==> src/rtl/mem_stage.sv <==
`default_nettype none
// ============================================================================
// Module      : mem_stage
// Description : Memory-access pipeline stage. Captures one operation on enable,
//               drives a single-beat request/valid data bus (aligned loads and
//               stores), and reports completion with a one-cycle fin pulse.
// Revision    : 1.0 - initial release
// ============================================================================
module mem_stage #(
    parameter int TIMEOUT_CYCLES = 255,
    parameter int INST_W         = 32
) (
    input  logic              clk,
    input  logic              rstn,
    input  logic              enable,
    output logic              fin,
    input  logic [INST_W-1:0] inst,
    output logic [INST_W-1:0] inst_out,
    input  logic [31:0]       alu_result,
    input  logic [31:0]       store_data,
    input  logic              mem_read,
    input  logic              mem_write,
    input  logic [1:0]        mem_size,
    input  logic              mem_unsigned,
    output logic [31:0]       regwdata_out,
    output logic              misaligned,
    output logic              timeout,
    output logic              dreq,
    output logic              dwe,
    output logic [31:0]       daddr,
    output logic [31:0]       dwdata,
    output logic [3:0]        dbe,
    input  logic              dvalid,
    input  logic [31:0]       drdata
);

    localparam int c_CNT_W = (TIMEOUT_CYCLES > 255) ? $clog2(TIMEOUT_CYCLES + 1) : 8;

    localparam logic [1:0] c_IDLE = 2'd0;
    localparam logic [1:0] c_REQ  = 2'd1;
    localparam logic [1:0] c_DONE = 2'd2;

    localparam logic [c_CNT_W-1:0] c_LIMIT = TIMEOUT_CYCLES[c_CNT_W-1:0];

    localparam logic [1:0] c_SZ_BYTE = 2'b00;
    localparam logic [1:0] c_SZ_HALF = 2'b01;

    // ------------------------------------------------------------------
    // State and registered outputs
    // ------------------------------------------------------------------
    logic [1:0]         state_q,   state_d;
    logic [c_CNT_W-1:0] cnt_q,     cnt_d;
    logic [1:0]         addr_lo_q, addr_lo_d;
    logic [1:0]         size_q,    size_d;
    logic               uns_q,     uns_d;
    logic               store_q,   store_d;

    logic               fin_q,     fin_d;
    logic               mis_q,     mis_d;
    logic               to_q,      to_d;
    logic [31:0]        regw_q,    regw_d;
    logic [INST_W-1:0]  inst_q,    inst_d;

    logic               dreq_q,    dreq_d;
    logic               dwe_q,     dwe_d;
    logic [31:0]        daddr_q,   daddr_d;
    logic [31:0]        dwdata_q,  dwdata_d;
    logic [3:0]         dbe_q,     dbe_d;

    // ------------------------------------------------------------------
    // Capture-side decode (operates on the live inputs in IDLE)
    // ------------------------------------------------------------------
    logic               w_is_mem;
    logic               w_is_byte;
    logic               w_is_half;
    logic               w_is_word;
    logic               w_misal;
    logic [31:0]        w_st_data;
    logic [3:0]         w_st_be;

    assign w_is_mem  = mem_read | mem_write;
    assign w_is_byte = (mem_size == c_SZ_BYTE);
    assign w_is_half = (mem_size == c_SZ_HALF);
    assign w_is_word = ~w_is_byte & ~w_is_half;
    assign w_misal   = (w_is_half & alu_result[0]) | (w_is_word & (|alu_result[1:0]));

    always_comb begin
        w_st_data = store_data;
        w_st_be   = 4'b1111;
        if (w_is_byte) begin
            w_st_data = {4{store_data[7:0]}};
            w_st_be   = 4'b0001 << alu_result[1:0];
        end else if (w_is_half) begin
            w_st_data = {2{store_data[15:0]}};
            w_st_be   = 4'b0011 << alu_result[1:0];
        end
    end

    // ------------------------------------------------------------------
    // Response-side lane select and extension (uses captured attributes)
    // ------------------------------------------------------------------
    logic [7:0]         w_ld_byte;
    logic [15:0]        w_ld_half;
    logic [31:0]        w_ld_val;

    assign w_ld_byte = drdata[{addr_lo_q, 3'b000} +: 8];
    assign w_ld_half = drdata[{addr_lo_q[1], 4'b0000} +: 16];

    always_comb begin
        w_ld_val = drdata;
        if (size_q == c_SZ_BYTE) begin
            w_ld_val = uns_q ? {24'h000000, w_ld_byte} : {{24{w_ld_byte[7]}}, w_ld_byte};
        end else if (size_q == c_SZ_HALF) begin
            w_ld_val = uns_q ? {16'h0000, w_ld_half} : {{16{w_ld_half[15]}}, w_ld_half};
        end
    end

    // Cycle count including the current one; widened by a bit so saturation is visible.
    logic [c_CNT_W:0]   w_cnt_inc;
    logic               w_limit_hit;

    assign w_cnt_inc   = {1'b0, cnt_q} + {{c_CNT_W{1'b0}}, 1'b1};
    assign w_limit_hit = (w_cnt_inc >= {1'b0, c_LIMIT});

    // ------------------------------------------------------------------
    // Next-state logic
    // ------------------------------------------------------------------
    always_comb begin
        state_d   = state_q;
        cnt_d     = cnt_q;
        addr_lo_d = addr_lo_q;
        size_d    = size_q;
        uns_d     = uns_q;
        store_d   = store_q;
        fin_d     = 1'b0;
        mis_d     = 1'b0;
        to_d      = 1'b0;
        regw_d    = regw_q;
        inst_d    = inst_q;
        dreq_d    = dreq_q;
        dwe_d     = dwe_q;
        daddr_d   = daddr_q;
        dwdata_d  = dwdata_q;
        dbe_d     = dbe_q;

        case (state_q)
            c_IDLE: begin
                if (enable) begin
                    inst_d    = inst;
                    addr_lo_d = alu_result[1:0];
                    size_d    = mem_size;
                    uns_d     = mem_unsigned;
                    store_d   = mem_write;
                    cnt_d     = '0;
                    if (!w_is_mem) begin
                        regw_d  = alu_result;
                        fin_d   = 1'b1;
                        state_d = c_DONE;
                    end else if (w_misal) begin
                        regw_d  = 32'h0;
                        mis_d   = 1'b1;
                        fin_d   = 1'b1;
                        state_d = c_DONE;
                    end else begin
                        // A store wins when both read and write are requested.
                        dreq_d   = 1'b1;
                        dwe_d    = mem_write;
                        daddr_d  = {alu_result[31:2], 2'b00};
                        dwdata_d = mem_write ? w_st_data : 32'h0;
                        dbe_d    = mem_write ? w_st_be : 4'b1111;
                        state_d  = c_REQ;
                    end
                end
            end

            c_REQ: begin
                if (dvalid) begin
                    dreq_d  = 1'b0;
                    fin_d   = 1'b1;
                    regw_d  = store_q ? 32'h0 : w_ld_val;
                    state_d = c_DONE;
                end else if (w_limit_hit) begin
                    dreq_d  = 1'b0;
                    fin_d   = 1'b1;
                    to_d    = 1'b1;
                    regw_d  = 32'h0;
                    state_d = c_DONE;
                end else begin
                    cnt_d = w_cnt_inc[c_CNT_W] ? cnt_q : w_cnt_inc[c_CNT_W-1:0];
                end
            end

            c_DONE: begin
                state_d = c_IDLE;
            end

            default: begin
                state_d = c_IDLE;
                dreq_d  = 1'b0;
            end
        endcase
    end

    // ------------------------------------------------------------------
    // Registers
    // ------------------------------------------------------------------
    always_ff @(posedge clk) begin
        if (rstn) begin
            state_q   <= c_IDLE;
            cnt_q     <= '0;
            addr_lo_q <= 2'b00;
            size_q    <= 2'b00;
            uns_q     <= 1'b0;
            store_q   <= 1'b0;
            fin_q     <= 1'b0;
            mis_q     <= 1'b0;
            to_q      <= 1'b0;
            regw_q    <= 32'h0;
            inst_q    <= '0;
            dreq_q    <= 1'b0;
            dwe_q     <= 1'b0;
            daddr_q   <= 32'h0;
            dwdata_q  <= 32'h0;
            dbe_q     <= 4'b0000;
        end else begin
            state_q   <= state_d;
            cnt_q     <= cnt_d;
            addr_lo_q <= addr_lo_d;
            size_q    <= size_d;
            uns_q     <= uns_d;
            store_q   <= store_d;
            fin_q     <= fin_d;
            mis_q     <= mis_d;
            to_q      <= to_d;
            regw_q    <= regw_d;
            inst_q    <= inst_d;
            dreq_q    <= dreq_d;
            dwe_q     <= dwe_d;
            daddr_q   <= daddr_d;
            dwdata_q  <= dwdata_d;
            dbe_q     <= dbe_d;
        end
    end

    assign fin          = fin_q;
    assign misaligned   = mis_q;
    assign timeout      = to_q;
    assign regwdata_out = regw_q;
    assign inst_out     = inst_q;
    assign dreq         = dreq_q;
    assign dwe          = dwe_q;
    assign daddr        = daddr_q;
    assign dwdata       = dwdata_q;
    assign dbe          = dbe_q;

endmodule
`default_nettype wire

==> config.mk <==
export PLATFORM = sky130hd
export DESIGN_NAME = mem_stage
export DESIGN_NICKNAME = d
export VERILOG_FILES = /design/src/rtl/mem_stage.sv
export SDC_FILE = /design/constraint.sdc
export NUM_CORES = 1
export LEC_CHECK = 0
export BUFFER_PORTS_ARGS = -buffer_cell sky130_fd_sc_hd__buf_2
export CAP_MARGIN = 20
export CORE_ASPECT_RATIO = 0.5
export CORE_MARGIN = 2
export CORE_UTILIZATION = 45
export DETAILED_ROUTE_END_ITERATION = 6
export GPL_TIMING_DRIVEN = 0
export PLACE_DENSITY = 0.83
export RECOVER_POWER = 25
export SYNTH_ARGS = -nofsm -noshare
export SYNTH_HDL_FRONTEND = slang
export SYNTH_SLANG_ARGS = --single-unit
==> constraint.sdc <==
create_clock -name clk -period 3.35 [get_ports clk]
set_clock_uncertainty 0.15 [all_clocks]
set_input_delay 0.67 -clock clk [delete_from_list [all_inputs] [get_ports clk]]
set_output_delay 0.67 -clock clk [all_outputs]
set_load 0.02 [all_outputs]
==> flow_summary.ini <==
[die]
fp.dieH_um = 93.0
rows = 32
ios = 274
die_w_um = 182
dieArea_sq_um = 16900
initial_utilization = 0.461
coreArea_sq_um = 15500

[cts]
cts_hold_buf = 0
cts_sinks = 151
root_buffer = clkbuf_16
path_clk_slew_ns = 0.06
postCtsSetupBuffers = 0
h-tree-depth = 4
cts-resized-gates = 0
cts_tree = yes
cts_made_buffers = 17
clk_latency_ns = 0.42
clockBufferDepth = 2

[placed_design]
gp_congestion = 0.977
portBuffers = 268
dpl.cell_count = 1334
dp_hpwl_um = 19000
place_area_sq_um = 8730

[synthesis]
synth_most_common_cell = nand2_1
ys_seq_area_frac = 0.424
yosys.cell_types.count = 62
synth-simple-area-share = 0.172
synth-adder-area-share = 0.0105
synth_top_family_by_area = compound AO/OA/AOI/OAI gates
synth_cells = 861
avgSynthCellArea_sq_um = 8.28
async_flop_share = 0
synth-compound-area-share = 0.252
synthMuxAreaShare = 0.0733
synth_commonest_cells = 170 x nand2_1, 151 x dfxtp_1, 135 x a21oi_1, 78 x nor2_1, 52 x clkbuf_1
synth_top_cell_area_share = 0.424
synth_edf_count = 0
synth_seq_cells = 151
yosys.area.top_type = dfxtp_1
netlist_area_sq_um = 7130
synth_area_leaders = dfxtp_1 42%, a21oi_1 9.5%, nand2_1 8.9%, mux2i_1 4.5%, nor2_1 4.1%
yosys.area_share.xor_xnor = 0.00368
ys.flop_type = dfxtp_1
yosysWarningCount = 0

[sta]
fmax_mhz = 359
rsz0062_at_grt = false
worst-slew-pin-transition_ns = 0.876
hold_viol = 0
fin_setup_tns_ns = 0
report.final.slew_viol_count = 0
fin_hold_ws_ns = 0.302
setup_violations = 0
maxSlewHeadroom = 0.416
fin_crit_sh = 0.832
period_needed_ns = 2.79

[power_and_ir_drop]
irDropWorstVdd_mv = 0.383
p_comb_frac = 0.183
p_leak_uw = 0.00398
sw_frac_of_total = 0.294
p_int_uw = 3560
p_seq_frac = 0.391
p_clk_frac = 0.427
p_switching_uw = 1480
p_per_area_nw_per_um2 = 543

[global_routing]
grt_overflow = 0
grt_max_degree = 17
grt_pass1_wl_um = 37300
grt_use_total = 0.283
antenna_found_initial = 0
grt_pass1_vias = 6830

[detailed_routing]
vias = 7661
drtPass1Iterations = 6
wl_met3_um = 1920
ant_nets = 0
drc_errors = 0
routed_via_density = 5.61
wl_met2_um = 11600
drt_iter0_drc = 629
maxUsedRoutingLayer = met4
routed_wl_um = 24900
drt-met1-wl_um = 10900
wire_per_inst_um = 18.2

[cells_and_area]
area_growth_pct = 30.3
fin_cells = 1365
diodes = 0
post-route-cell-area_sq_um = 9290
nets = 1292
final_util = 0.601
drive_gt1_frac = 0.257

[setup_path]
path_common_cell = a21boi_0
arrival_ns = 2.92
crit_required_ns = 3.48
critPathSlowestCell = a2111oi_0
path_delay_family = compound AO/OA/AOI/OAI gates
max_stage_delay_ns = 0.57
path_cells = ha_1 > a21boi_0 > a31oi_1 > o21ai_0 > a21boi_0 > a2111oi_0 > nor3_1
ff2ff_setup_slack_ns = 0.56
critPathBufInv = 0
crit_type = reg -> reg
cp-start-kind = flip-flop
timing.critical_path.to_type = flip-flop
path_max_fanout = 9

[min_path]
worstHoldPathType = reg -> reg

[run]
drv_cap = 0

[status]
status = finished clean
-- power groups by stage --
| stage | combinational [uW] | clock [uW] | sequential [uW] |
|---|---|---|---|
| 2_1_floorplan | 439 | 0 | 2130 |
| 3_3_place_gp | 905 | 0 | 2000 |
| 3_5_place_dp | 921 | 0 | 2010 |
| 4_1_cts | 928 | 2160 | 1970 |
| 5_1_grt | 990 | 2230 | 1980 |
| 6_report | 921 | 2150 | 1970 |
-- per-layer routing --
layer  global-route usage  vias to the layer above
li1                     -                     3594
met2                0.473                      370
met5                    0                        -
met4               0.0753                        0
met3               0.0514                       47
met1                0.379                     3650
-- area by class of cell --
type	instances	area, sq um
clock buffer	17	425
fill	1427	6160
sequential	151	3020
clock inverter	14	223
tap	204	255
multi-input combinational	609	3660
inverter	25	93.8
buffer	77	360
timing repair buffer	268	1250
-- cell usage in the layout (no fill, tap or decap), types with 9 or more instances in the layout --
cell type and instances:
a22oi_1 16, buf_2 208, a21oi_1 135, dfxtp_1 151, mux2i_1 32, a221o_1 16, clkbuf_1 123, clkbuf_16 17
nor2_1 78, nand2_1 170, mux2_2 16, o21ai_0 21, inv_1 24, nand3_1 9
-- final timing paths --
| check | to | cells after the start | from |
|---|---|---|---|
| max | regwdata_out[7] | 7 | cnt_q[1] |
| min | daddr[19] | 2 | daddr[19] |
| max reg2reg | regwdata_out[7] | 7 | cnt_q[1] |
| min reg2reg | daddr[19] | 2 | daddr[19] |
-- kinds of logic after synthesis --
group                      Yosys count
buffers and inverters              102
DFF                                151
and+or+nand+nor                    291
other                                1
xor gates and xnor gates             3
muxes                               49
AOI/OAI and AO/OA                  258
adders and majority gates            6
-- through the flow --
| stage | total power [uW] | setup slack [ns] |
|---|---|---|
| 2_1_floorplan | 2570 | 0.856 |
| 3_3_place_gp | 2910 | 0.288 |
| 3_5_place_dp | 2930 | 0.250 |
| 4_1_cts | 5060 | 0.557 |
| 5_1_grt | 5200 | 0.327 |
| 6_report | 5040 | 0.563 |
-- sequential cells by signal (all words and copies together), names as in the netlist --
name and count:
addr_lo_q 2, cnt_q 8, daddr 30, dbe 4, dreq 1, dwdata 32
dwe 1, fin 1, inst_out 32, misaligned 1, regwdata_out 32, size_q 2
state_q 2, store_q 1, timeout 1, uns_q 1
-- tightest hold or removal path, cell delays in order, from the launching register on --
cell and delay (ns):
dfxtp_1 0.31, nand2_1 0.05, a21oi_1 0.05
Power figures use the tool's default switching activity.
